===== src/rtl/addsub_iter.sv =====
// addsub_iter: iterative two's-complement adder/subtractor.
//
// The operation is performed CHUNK bits per clock, least significant slice
// first, with the inter-slice carry held in a register.  After WIDTH/CHUNK
// RUN cycles the FSM spends one cycle in DONE, where the result and flags
// are valid; they then hold until the next accepted start.
//
// Ports:
//   clk        rising-edge clock
//   rst_n      synchronous active-low reset
//   start      request a new operation (ignored while busy)
//   A, B       WIDTH-bit two's-complement operands
//   sub        0 = A+B, 1 = A-B
//   sat        1 = saturate the result on signed overflow
//   busy       high during the RUN cycles
//   done       one-cycle pulse, result valid
//   Sum        WIDTH-bit result (saturated if requested)
//   Cout       carry out of the MSB (for subtraction 1 = no borrow)
//   V          signed overflow, before saturation
//   N          Sum[WIDTH-1]
//   Z          Sum == 0
module addsub_iter #(
  parameter int WIDTH = 16,
  parameter int CHUNK = 4
) (
  input  logic             clk,
  input  logic             rst_n,
  input  logic             start,
  input  logic [WIDTH-1:0] A,
  input  logic [WIDTH-1:0] B,
  input  logic             sub,
  input  logic             sat,
  output logic             busy,
  output logic             done,
  output logic [WIDTH-1:0] Sum,
  output logic             Cout,
  output logic             V,
  output logic             N,
  output logic             Z
);

  localparam int NCH = WIDTH / CHUNK;
  localparam int CW  = (NCH > 1) ? $clog2(NCH) : 1;
  localparam logic [CW-1:0] LAST_CNT = CW'(NCH - 1);

  localparam logic [1:0] S_IDLE = 2'd0;
  localparam logic [1:0] S_RUN  = 2'd1;
  localparam logic [1:0] S_DONE = 2'd2;

  localparam logic [WIDTH-1:0] SAT_POS = {1'b0, {(WIDTH-1){1'b1}}};
  localparam logic [WIDTH-1:0] SAT_NEG = {1'b1, {(WIDTH-1){1'b0}}};

  logic [1:0]       state_q, state_d;
  logic [CW-1:0]    cnt_q, cnt_d;
  logic [WIDTH-1:0] a_q, a_d;        // operand A, shifted right one slice per cycle
  logic [WIDTH-1:0] b_q, b_d;        // effective operand (B or ~B), shifted likewise
  logic             carry_q, carry_d;
  logic [WIDTH-1:0] res_q, res_d;    // raw result, slices shifted in from the top
  logic             a_msb_q, a_msb_d;
  logic             b_msb_q, b_msb_d;
  logic             sat_q, sat_d;
  logic             busy_q, busy_d;
  logic             done_q, done_d;
  logic [WIDTH-1:0] sum_q, sum_d;
  logic             cout_q, cout_d;
  logic             v_q, v_d;
  logic             n_q, n_d;
  logic             z_q, z_d;

  logic [CHUNK:0]   slice_s;
  logic             load_s;
  logic             last_s;

  // Next-state, datapath and result computation.
  always_comb begin
    slice_s = {1'b0, a_q[CHUNK-1:0]} + {1'b0, b_q[CHUNK-1:0]} + {{CHUNK{1'b0}}, carry_q};
    load_s  = start && ((state_q == S_IDLE) || (state_q == S_DONE));
    last_s  = (state_q == S_RUN) && (cnt_q == LAST_CNT);

    case (state_q)
      S_IDLE:  state_d = load_s ? S_RUN : S_IDLE;
      S_RUN:   state_d = last_s ? S_DONE : S_RUN;
      S_DONE:  state_d = load_s ? S_RUN : S_IDLE;
      default: state_d = S_IDLE;
    endcase

    if (load_s) begin
      // Subtraction is A + ~B + 1: the +1 enters as the initial carry.
      a_d     = A;
      b_d     = sub ? ~B : B;
      carry_d = sub;
      res_d   = {WIDTH{1'b0}};
      cnt_d   = {CW{1'b0}};
      a_msb_d = A[WIDTH-1];
      b_msb_d = sub ? ~B[WIDTH-1] : B[WIDTH-1];
      sat_d   = sat;
    end else if (state_q == S_RUN) begin
      a_d     = a_q >> CHUNK;
      b_d     = b_q >> CHUNK;
      carry_d = slice_s[CHUNK];
      res_d   = (res_q >> CHUNK) | (WIDTH'(slice_s[CHUNK-1:0]) << (WIDTH - CHUNK));
      cnt_d   = cnt_q + CW'(1);
      a_msb_d = a_msb_q;
      b_msb_d = b_msb_q;
      sat_d   = sat_q;
    end else begin
      a_d     = a_q;
      b_d     = b_q;
      carry_d = carry_q;
      res_d   = res_q;
      cnt_d   = cnt_q;
      a_msb_d = a_msb_q;
      b_msb_d = b_msb_q;
      sat_d   = sat_q;
    end

    if (last_s) begin
      // Carry-in(MSB) ^ carry-out(MSB) equals "operands share a sign that
      // the raw result does not", which needs no access to the inner carry.
      cout_d = slice_s[CHUNK];
      v_d    = (a_msb_q == b_msb_q) && (res_d[WIDTH-1] != a_msb_q);
      if (sat_q && v_d) begin
        sum_d = a_msb_q ? SAT_NEG : SAT_POS;
      end else begin
        sum_d = res_d;
      end
      n_d = sum_d[WIDTH-1];
      z_d = (sum_d == {WIDTH{1'b0}});
    end else begin
      cout_d = cout_q;
      v_d    = v_q;
      sum_d  = sum_q;
      n_d    = n_q;
      z_d    = z_q;
    end

    busy_d = (state_d == S_RUN);
    done_d = (state_d == S_DONE);
  end

  // State and datapath registers with synchronous active-low reset.
  always_ff @(posedge clk) begin
    if (!rst_n) begin
      state_q <= S_IDLE;
      cnt_q   <= {CW{1'b0}};
      a_q     <= {WIDTH{1'b0}};
      b_q     <= {WIDTH{1'b0}};
      carry_q <= 1'b0;
      res_q   <= {WIDTH{1'b0}};
      a_msb_q <= 1'b0;
      b_msb_q <= 1'b0;
      sat_q   <= 1'b0;
      busy_q  <= 1'b0;
      done_q  <= 1'b0;
      sum_q   <= {WIDTH{1'b0}};
      cout_q  <= 1'b0;
      v_q     <= 1'b0;
      n_q     <= 1'b0;
      z_q     <= 1'b0;
    end else begin
      state_q <= state_d;
      cnt_q   <= cnt_d;
      a_q     <= a_d;
      b_q     <= b_d;
      carry_q <= carry_d;
      res_q   <= res_d;
      a_msb_q <= a_msb_d;
      b_msb_q <= b_msb_d;
      sat_q   <= sat_d;
      busy_q  <= busy_d;
      done_q  <= done_d;
      sum_q   <= sum_d;
      cout_q  <= cout_d;
      v_q     <= v_d;
      n_q     <= n_d;
      z_q     <= z_d;
    end
  end

  assign busy = busy_q;
  assign done = done_q;
  assign Sum  = sum_q;
  assign Cout = cout_q;
  assign V    = v_q;
  assign N    = n_q;
  assign Z    = z_q;

endmodule


===== config.mk =====
export PLATFORM = sky130hd
export DESIGN_NAME = addsub_iter
export DESIGN_NICKNAME = d
export VERILOG_FILES = /design/src/rtl/addsub_iter.sv
export SDC_FILE = /design/constraint.sdc
export NUM_CORES = 1
export LEC_CHECK = 0
export ABC_CLOCK_PERIOD_IN_PS = 1790
export CORE_MARGIN = 1
export CORE_UTILIZATION = 49
export CTS_CLUSTER_SIZE = 10
export DETAILED_ROUTE_END_ITERATION = 8
export HOLD_SLACK_MARGIN = 0.15
export PLACE_DENSITY = 0.76
export SETUP_SLACK_MARGIN = 0.4
export SYNTH_ARGS = -nofsm -noshare
export SYNTH_HDL_FRONTEND = slang
export SYNTH_SLANG_ARGS = --single-unit

===== constraint.sdc =====
create_clock -name clk -period 1.79 [get_ports clk]
set_input_delay 0.179 -clock clk [delete_from_list [all_inputs] [get_ports clk]]
set_output_delay 0.179 -clock clk [all_outputs]
set_load 0.01 [all_outputs]

Word level (Yosys, flattened, before mapping)
Cells that the tools add are included.

Bits in registers: 78. Latch bits: 0. Memory bits (writable): 0. ROM bits: 0. Output and inout bits: 22. Memories kept: 0.

Add/subtract/negate cells: 3. $mul: 0. Divide/modulo/power cells: 0. Order comparisons: 0. Eq/ne operators: 7. Shift-type cells: 0. Multiplexer cells: 16. Bitwise gates (word level): 4. Reductions and logical operators: 10.

Operators with widths (number): 16-bit 2-to-1 mux (10); 16-bit logical NOT (1); 16-bit inverter (1); 12-bit by 16-bit OR with 16-bit output (1); 2-bit equality test (second input constant) (3); 4-bit by 4-bit adder with 5-bit output (1); 5-bit by 1-bit adder with 5-bit output (1); 2-bit by 1-bit equality test with 1-bit output (second input constant) (2); 1-bit logical AND (4); 1-bit 2-to-1 mux (4); 2-bit case mux with 2 select lines (1); 2-bit OR reduction (2); 2-bit by 1-bit adder with 2-bit output (second input constant) (1); 2-bit logical NOT (1); 2-bit 2-to-1 mux (1); 1-bit inverter (2); 2-bit nonzero test (1); 1-bit equality test (1); 1-bit logical OR (1); 1-bit inequality test (1).

Logic depth before layout (Yosys ltp)
Depth in word-level cells: 11. Gate-level depth with buffers: 8. Mapped depth without buffers: 8.

Least setup slack after synthesis
No wires, ideal clock.

Path type: reg2reg. Start point: register a_q[0]. End point: register sum_q[13], in the netlist Sum[13]. Library setup time: 0.066 ns. Arrival time: 1.799 ns. Data required time: 1.724 ns. Slack: -0.076 ns. Stages on the path, launching flop included: 9. Path buffers: 0. Clock period less this slack: 1.866 ns. Path through: dfxtp_1 fa_1 inv_1 fa_1 nor3b_1 a31oi_1 nor2_1 nor2_1 a21oi_2.

Cells in the longest elaborated chain, start to end: 10.

Ends and longest elaborated chain: start: declaration (RTL line 55) `logic [WIDTH-1:0] a_q, a_d;`; start signal: assignment (RTL line 146) `a_q <= {WIDTH{1'b0}};`; 4-bit by 4-bit adder with 5-bit output * (RTL line 76) `slice_s = {1'b0, a_q[CHUNK-1:0]} + {1'b0, b_q[CHUNK-1:0]} + {{CHUNK{1'b0}}, carry_q};`; 5-bit by 1-bit adder with 5-bit output * (RTL line 76); 12-bit by 16-bit OR with 16-bit output * (RTL line 101) `res_d = (res_q >> CHUNK) | (WIDTH'(slice_s[CHUNK-1:0]) << (WIDTH - CHUNK));`; 16-bit 2-to-1 mux * (RTL line 97) `end else if (state_q == S_RUN) begin`; 16-bit 2-to-1 mux * (RTL line 87) `if (load_s) begin`; 1-bit inequality test (RTL line 121) `v_d = (a_msb_q == b_msb_q) && (res_d[WIDTH-1] != a_msb_q);`; 1-bit logical AND (RTL line 121); 1-bit logical AND (RTL line 122) `if (sat_q && v_d) begin`; 16-bit 2-to-1 mux * (RTL line 122); 16-bit 2-to-1 mux * (RTL line 117) `if (last_s) begin`; end signal: assignment (RTL line 155) `sum_q <= {WIDTH{1'b0}};`; end signal: assignment (RTL line 172) `sum_q <= sum_d;`; end: declaration (RTL line 64) `logic [WIDTH-1:0] sum_q, sum_d;`.

Every way passes the cells marked *; elsewhere a longest branch is shown, timed or not. The select of a mux whose other input is x is not followed. A chain may end at the register's enable or synchronous reset.

Final worst setup path
Start point: register carry_q. End point: register z_q, in the netlist Z.

Cells in the longest elaborated chain, start to end: 10.

Ends and longest elaborated chain: start: declaration (RTL line 57) `logic carry_q, carry_d;`; start signal: assignment (RTL line 165) `carry_q <= carry_d;`; 5-bit by 1-bit adder with 5-bit output * (RTL line 76); 12-bit by 16-bit OR with 16-bit output * (RTL line 101); 16-bit 2-to-1 mux * (RTL line 97); 16-bit 2-to-1 mux * (RTL line 87); 1-bit inequality test (RTL line 121); 1-bit logical AND (RTL line 121); 1-bit logical AND (RTL line 122); 16-bit 2-to-1 mux * (RTL line 122); 16-bit 2-to-1 mux * (RTL line 117); 16-bit logical NOT * (RTL line 128) `z_d = (sum_d == {WIDTH{1'b0}});`; end signal: assignment (RTL line 176) `z_q <= z_d;`; end: declaration (RTL line 68) `logic z_q, z_d;`.

Marks and branches as above.

==> flow_metrics.py <==
metrics = {
    "outcome": {
        "status": "finished with violations",
        "violations": "setup timing",
    },
    "grt": {
        "grt_pass1_wl_um": 16900,
        "grt_overflow": 0,
        "grt_pass1_vias": 3546,
        "track_usage": 0.256,
        "antenna_found_initial": 0,
        "grt_max_degree": 45,
    },
    "clocking": {
        "cts_tree": "done",
        "htreeDepth": 3,
        "clockBufferDepth": 2,
        "cts_buffers": 9,
        "clock_latency_ns": 0.38,
        "clk_pin_slew_ns": 0.08,
        "clkSinkCount": 77,
        "root_buffer": "clkbuf_8",
    },
    "sta": {
        "setup_slack_ns": -0.180,
        "maxSlewViolCount": 0,
        "fin_crit_ns": 1.97,
        "whs_ns": 0.383,
        "finalSetupViolations": 18,
        "grt_setup_unrepaired": "yes",
        "finClkSkew_ns": 0.0143,
        "slew_headroom": 0.729,
        "hold_viol": 0,
        "worstMarginPinSlew_ns": 0.405,
        "fmax_mhz": 508,
        "fin_crit_sh": 1.10,
    },
    "power_and_ir_drop": {
        "internal-power_w": 0.00330,
        "switching_share": 0.268,
        "p_seq_frac": 0.413,
        "power.leakage_nw": 2.44,
        "pwr-share-clk": 0.382,
        "p_per_area_mw_per_mm2": 805,
        "combPwrFrac": 0.205,
        "switchingPower_w": 0.00121,
        "ir_worst_vdd_mv": 0.437,
    },
    "logic_synthesis": {
        "synth_warnings": 0,
        "synth_edf_count": 0,
        "syn_area_per_cell_um2": 8.71,
        "synth_seq_area_share": 0.391,
        "synth_cells": 453,
        "ys_ff_latch": 77,
        "async_flop_share": 0,
        "yosys.cell_types.count": 53,
        "synthesis.nets": 496,
        "netlist_area_mm2": 0.00395,
        "synth_ff_type": "dfxtp_1",
    },
    "final_layout": {
        "antenna_cells": 0,
        "synthToLayoutAreaGrowth_pct": 42.0,
        "drive_gt1_frac": 0.301,
        "final_common_cell": "dfxtp_1",
        "fin_nets": 572,
        "final_cell_mix": "dfxtp_1 (71), nor2_1 (44), clkdlybuf4s50_1 (35)",
        "stdcell_area_mm2": 0.00561,
    },
    "hold_path": {
        "holdPathEnd": "sat_q",
        "hold_depth": 3,
        "hp-class": "primary input to flop",
        "min_from": "sat",
    },
    "worst_setup_path": {
        "ff2ff_path_depth": 7,
        "regToRegStartpoint": "carry_q",
        "endpoint_kind": "flop",
        "max_stage_delay_ns": 0.55,
        "crit_path_frequent_cell": "fa_2",
        "reg2reg_slack_ns": -0.18,
        "critPathArrivalTime_ns": 2.27,
        "crit_path_max_fanout": 2,
        "cp_cell_sequence": "fa_2, inv_2, fa_2, nor4b_4, nand4_1, a311oi_2, o2bb2ai_1",
        "cp-start-kind": "flop",
        "cp.required_ns": 2.09,
        "path_class": "flop to flop",
        "crit_slowest_cell": "fa_2",
        "rr_endpoint": "Z",
        "setup.worst_path.start": "carry_q",
    },
    "route": {
        "wl_per_cell_um": 17.7,
        "antenna_left": 0,
        "detail_route.first_pass.iterations": 4,
        "drc_errors": 0,
        "num_vias": 3646,
        "first_iter_violations": 135,
        "wirelength_um": 11200,
        "via_per_inst": 5.73,
    },
    "die": {
        "num_io_pins": 59,
        "die_width_um": 91.7,
        "dieArea_mm2": 0.00842,
        "die_height_um": 91.7,
        "placeableCoreArea_mm2": 0.00777,
        "num_rows": 32,
        "start_util": 0.508,
    },
    "place": {
        "portBuffers": 58,
        "hpwl_um": 6440,
        "gp_congestion": 0.843,
        "postPlaceCellArea_mm2": 0.00478,
    },
    "flow_run": {
        "drv_cap": 0,
    },
}
[how the worst max path moves through the flow]
stage / to / slack (ns)
floorplan: Z / -0.02
global placement: Z / -0.08
detailed placement: Z / -0.18
CTS: Z / -0.15
global route: Z / -0.25
finish: Z / -0.18
[per-stage QoR]
| step | util | TNS [ns] | std cells | worst slack (ns) | power [W] |
|---|---|---|---|---|---|
| after global routing | 0.722 | -3.82 | 636 | -0.254 | 0.00467 |
| final | 0.722 | -2.61 | 636 | -0.180 | 0.00451 |
| after global placement | 0.616 | -0.470 | 603 | -0.0795 | 0.00255 |
| after CTS | 0.674 | -1.72 | 624 | -0.150 | 0.00432 |
| after detailed placement | 0.616 | -1.34 | 603 | -0.181 | 0.00256 |
| after floorplan | - | -0.113 | 453 | -0.0222 | 0.00231 |
[area by class of cell]
type                    instances  area (µm²)
flip-flops and latches         77        1550
multi-input cells             331        2570
inverters                       6        22.5
fillers                       565        2160
repair buffers                104        1070
well taps                     102         128
clock inverters                 3        90.1
clock buffers                  13         169
[registers in the layout (all words and copies together) (netlist names)]
register,cells
busy,1
carry_q,1
Z,1
sat_q,1
Cout,1
cnt_q,2
b_q,16
a_msb_q,1
Sum,16
state_q,2
a_q,16
done,1
res_q,16
V,1
b_msb_q,1
[routing by layer]
metal,share of wire,up-vias,GRT usage
li1,-,1741,-
met1,0.41,1758,0.313
met2,0.52,115,0.439
met3,0.040,32,0.0506
met4,0.032,0,0.105
met5,0,-,0
[critical path, delay by kind of cell (launching register included)]
kind,cells,cell delay (ns)
flip-flops,1,0.35
adder cells (fa/ha/maj),2,0.78
AO/OA/AOI/OAI,2,0.40
buffers and inverters,1,0.05
AND/OR/NAND/NOR,2,0.33
[what timing repair did]
item	4_1_cts	5_1_grt
gates cloned	0	4
buffers inserted	4	8
hold endpoints to repair	1	0
pin swaps	12	30
hold buffers	1	0
setup endpoints to repair	73	58
gates resized for setup	64	56
[power by group through the flow]
stage,clock network (W),logic (W),registers (W)
floorplan,0,0.000440,0.00187
global placement,0,0.000664,0.00188
detailed placement,0,0.000672,0.00189
CTS,0.00172,0.000751,0.00185
global route,0.00181,0.000986,0.00187
finish,0.00172,0.000924,0.00187
[cell usage after synthesis (3+ instances only)]
master	count	area, µm²
buf_4	3	22.5
inv_1	6	22.5
and3_1	4	25.0
dfxtp_1	77	1540
a221oi_1	11	96.3
a21o_1	13	97.6
a21oi_2	11	96.3
a31oi_1	13	81.3
and2_1	5	31.3
clkbuf_1	20	75.1
o211a_1	8	80.1
ha_1	4	50.1
a21oi_1	9	45.0
xor2_1	4	35.0
nor3_1	3	15.0
and3b_1	12	105
nand3_1	13	65.1
o21ai_0	14	70.1
nor2b_1	35	219
a22oi_1	13	97.6
nand3_2	11	110
nand2_1	43	161
buf_1	3	11.3
a21boi_0	12	90.1
o21ai_1	4	20.0
xnor2_1	14	123
nor2_1	45	169
buf_2	12	60.1
[logic make-up after synthesis]
family | count (synthesis) | synth area share
multiplexers | 2 | 0.00539
AND/OR/NAND/NOR | 187 | 0.261
flip-flops | 77 | 0.391
AO/OA/AOI/OAI | 118 | 0.229
adder cells (fa/ha/maj) | 6 | 0.0228
XOR/XNOR | 18 | 0.0399
buffers and inverters | 45 | 0.0514
Note: power is estimated with default switching activity, not from simulation.
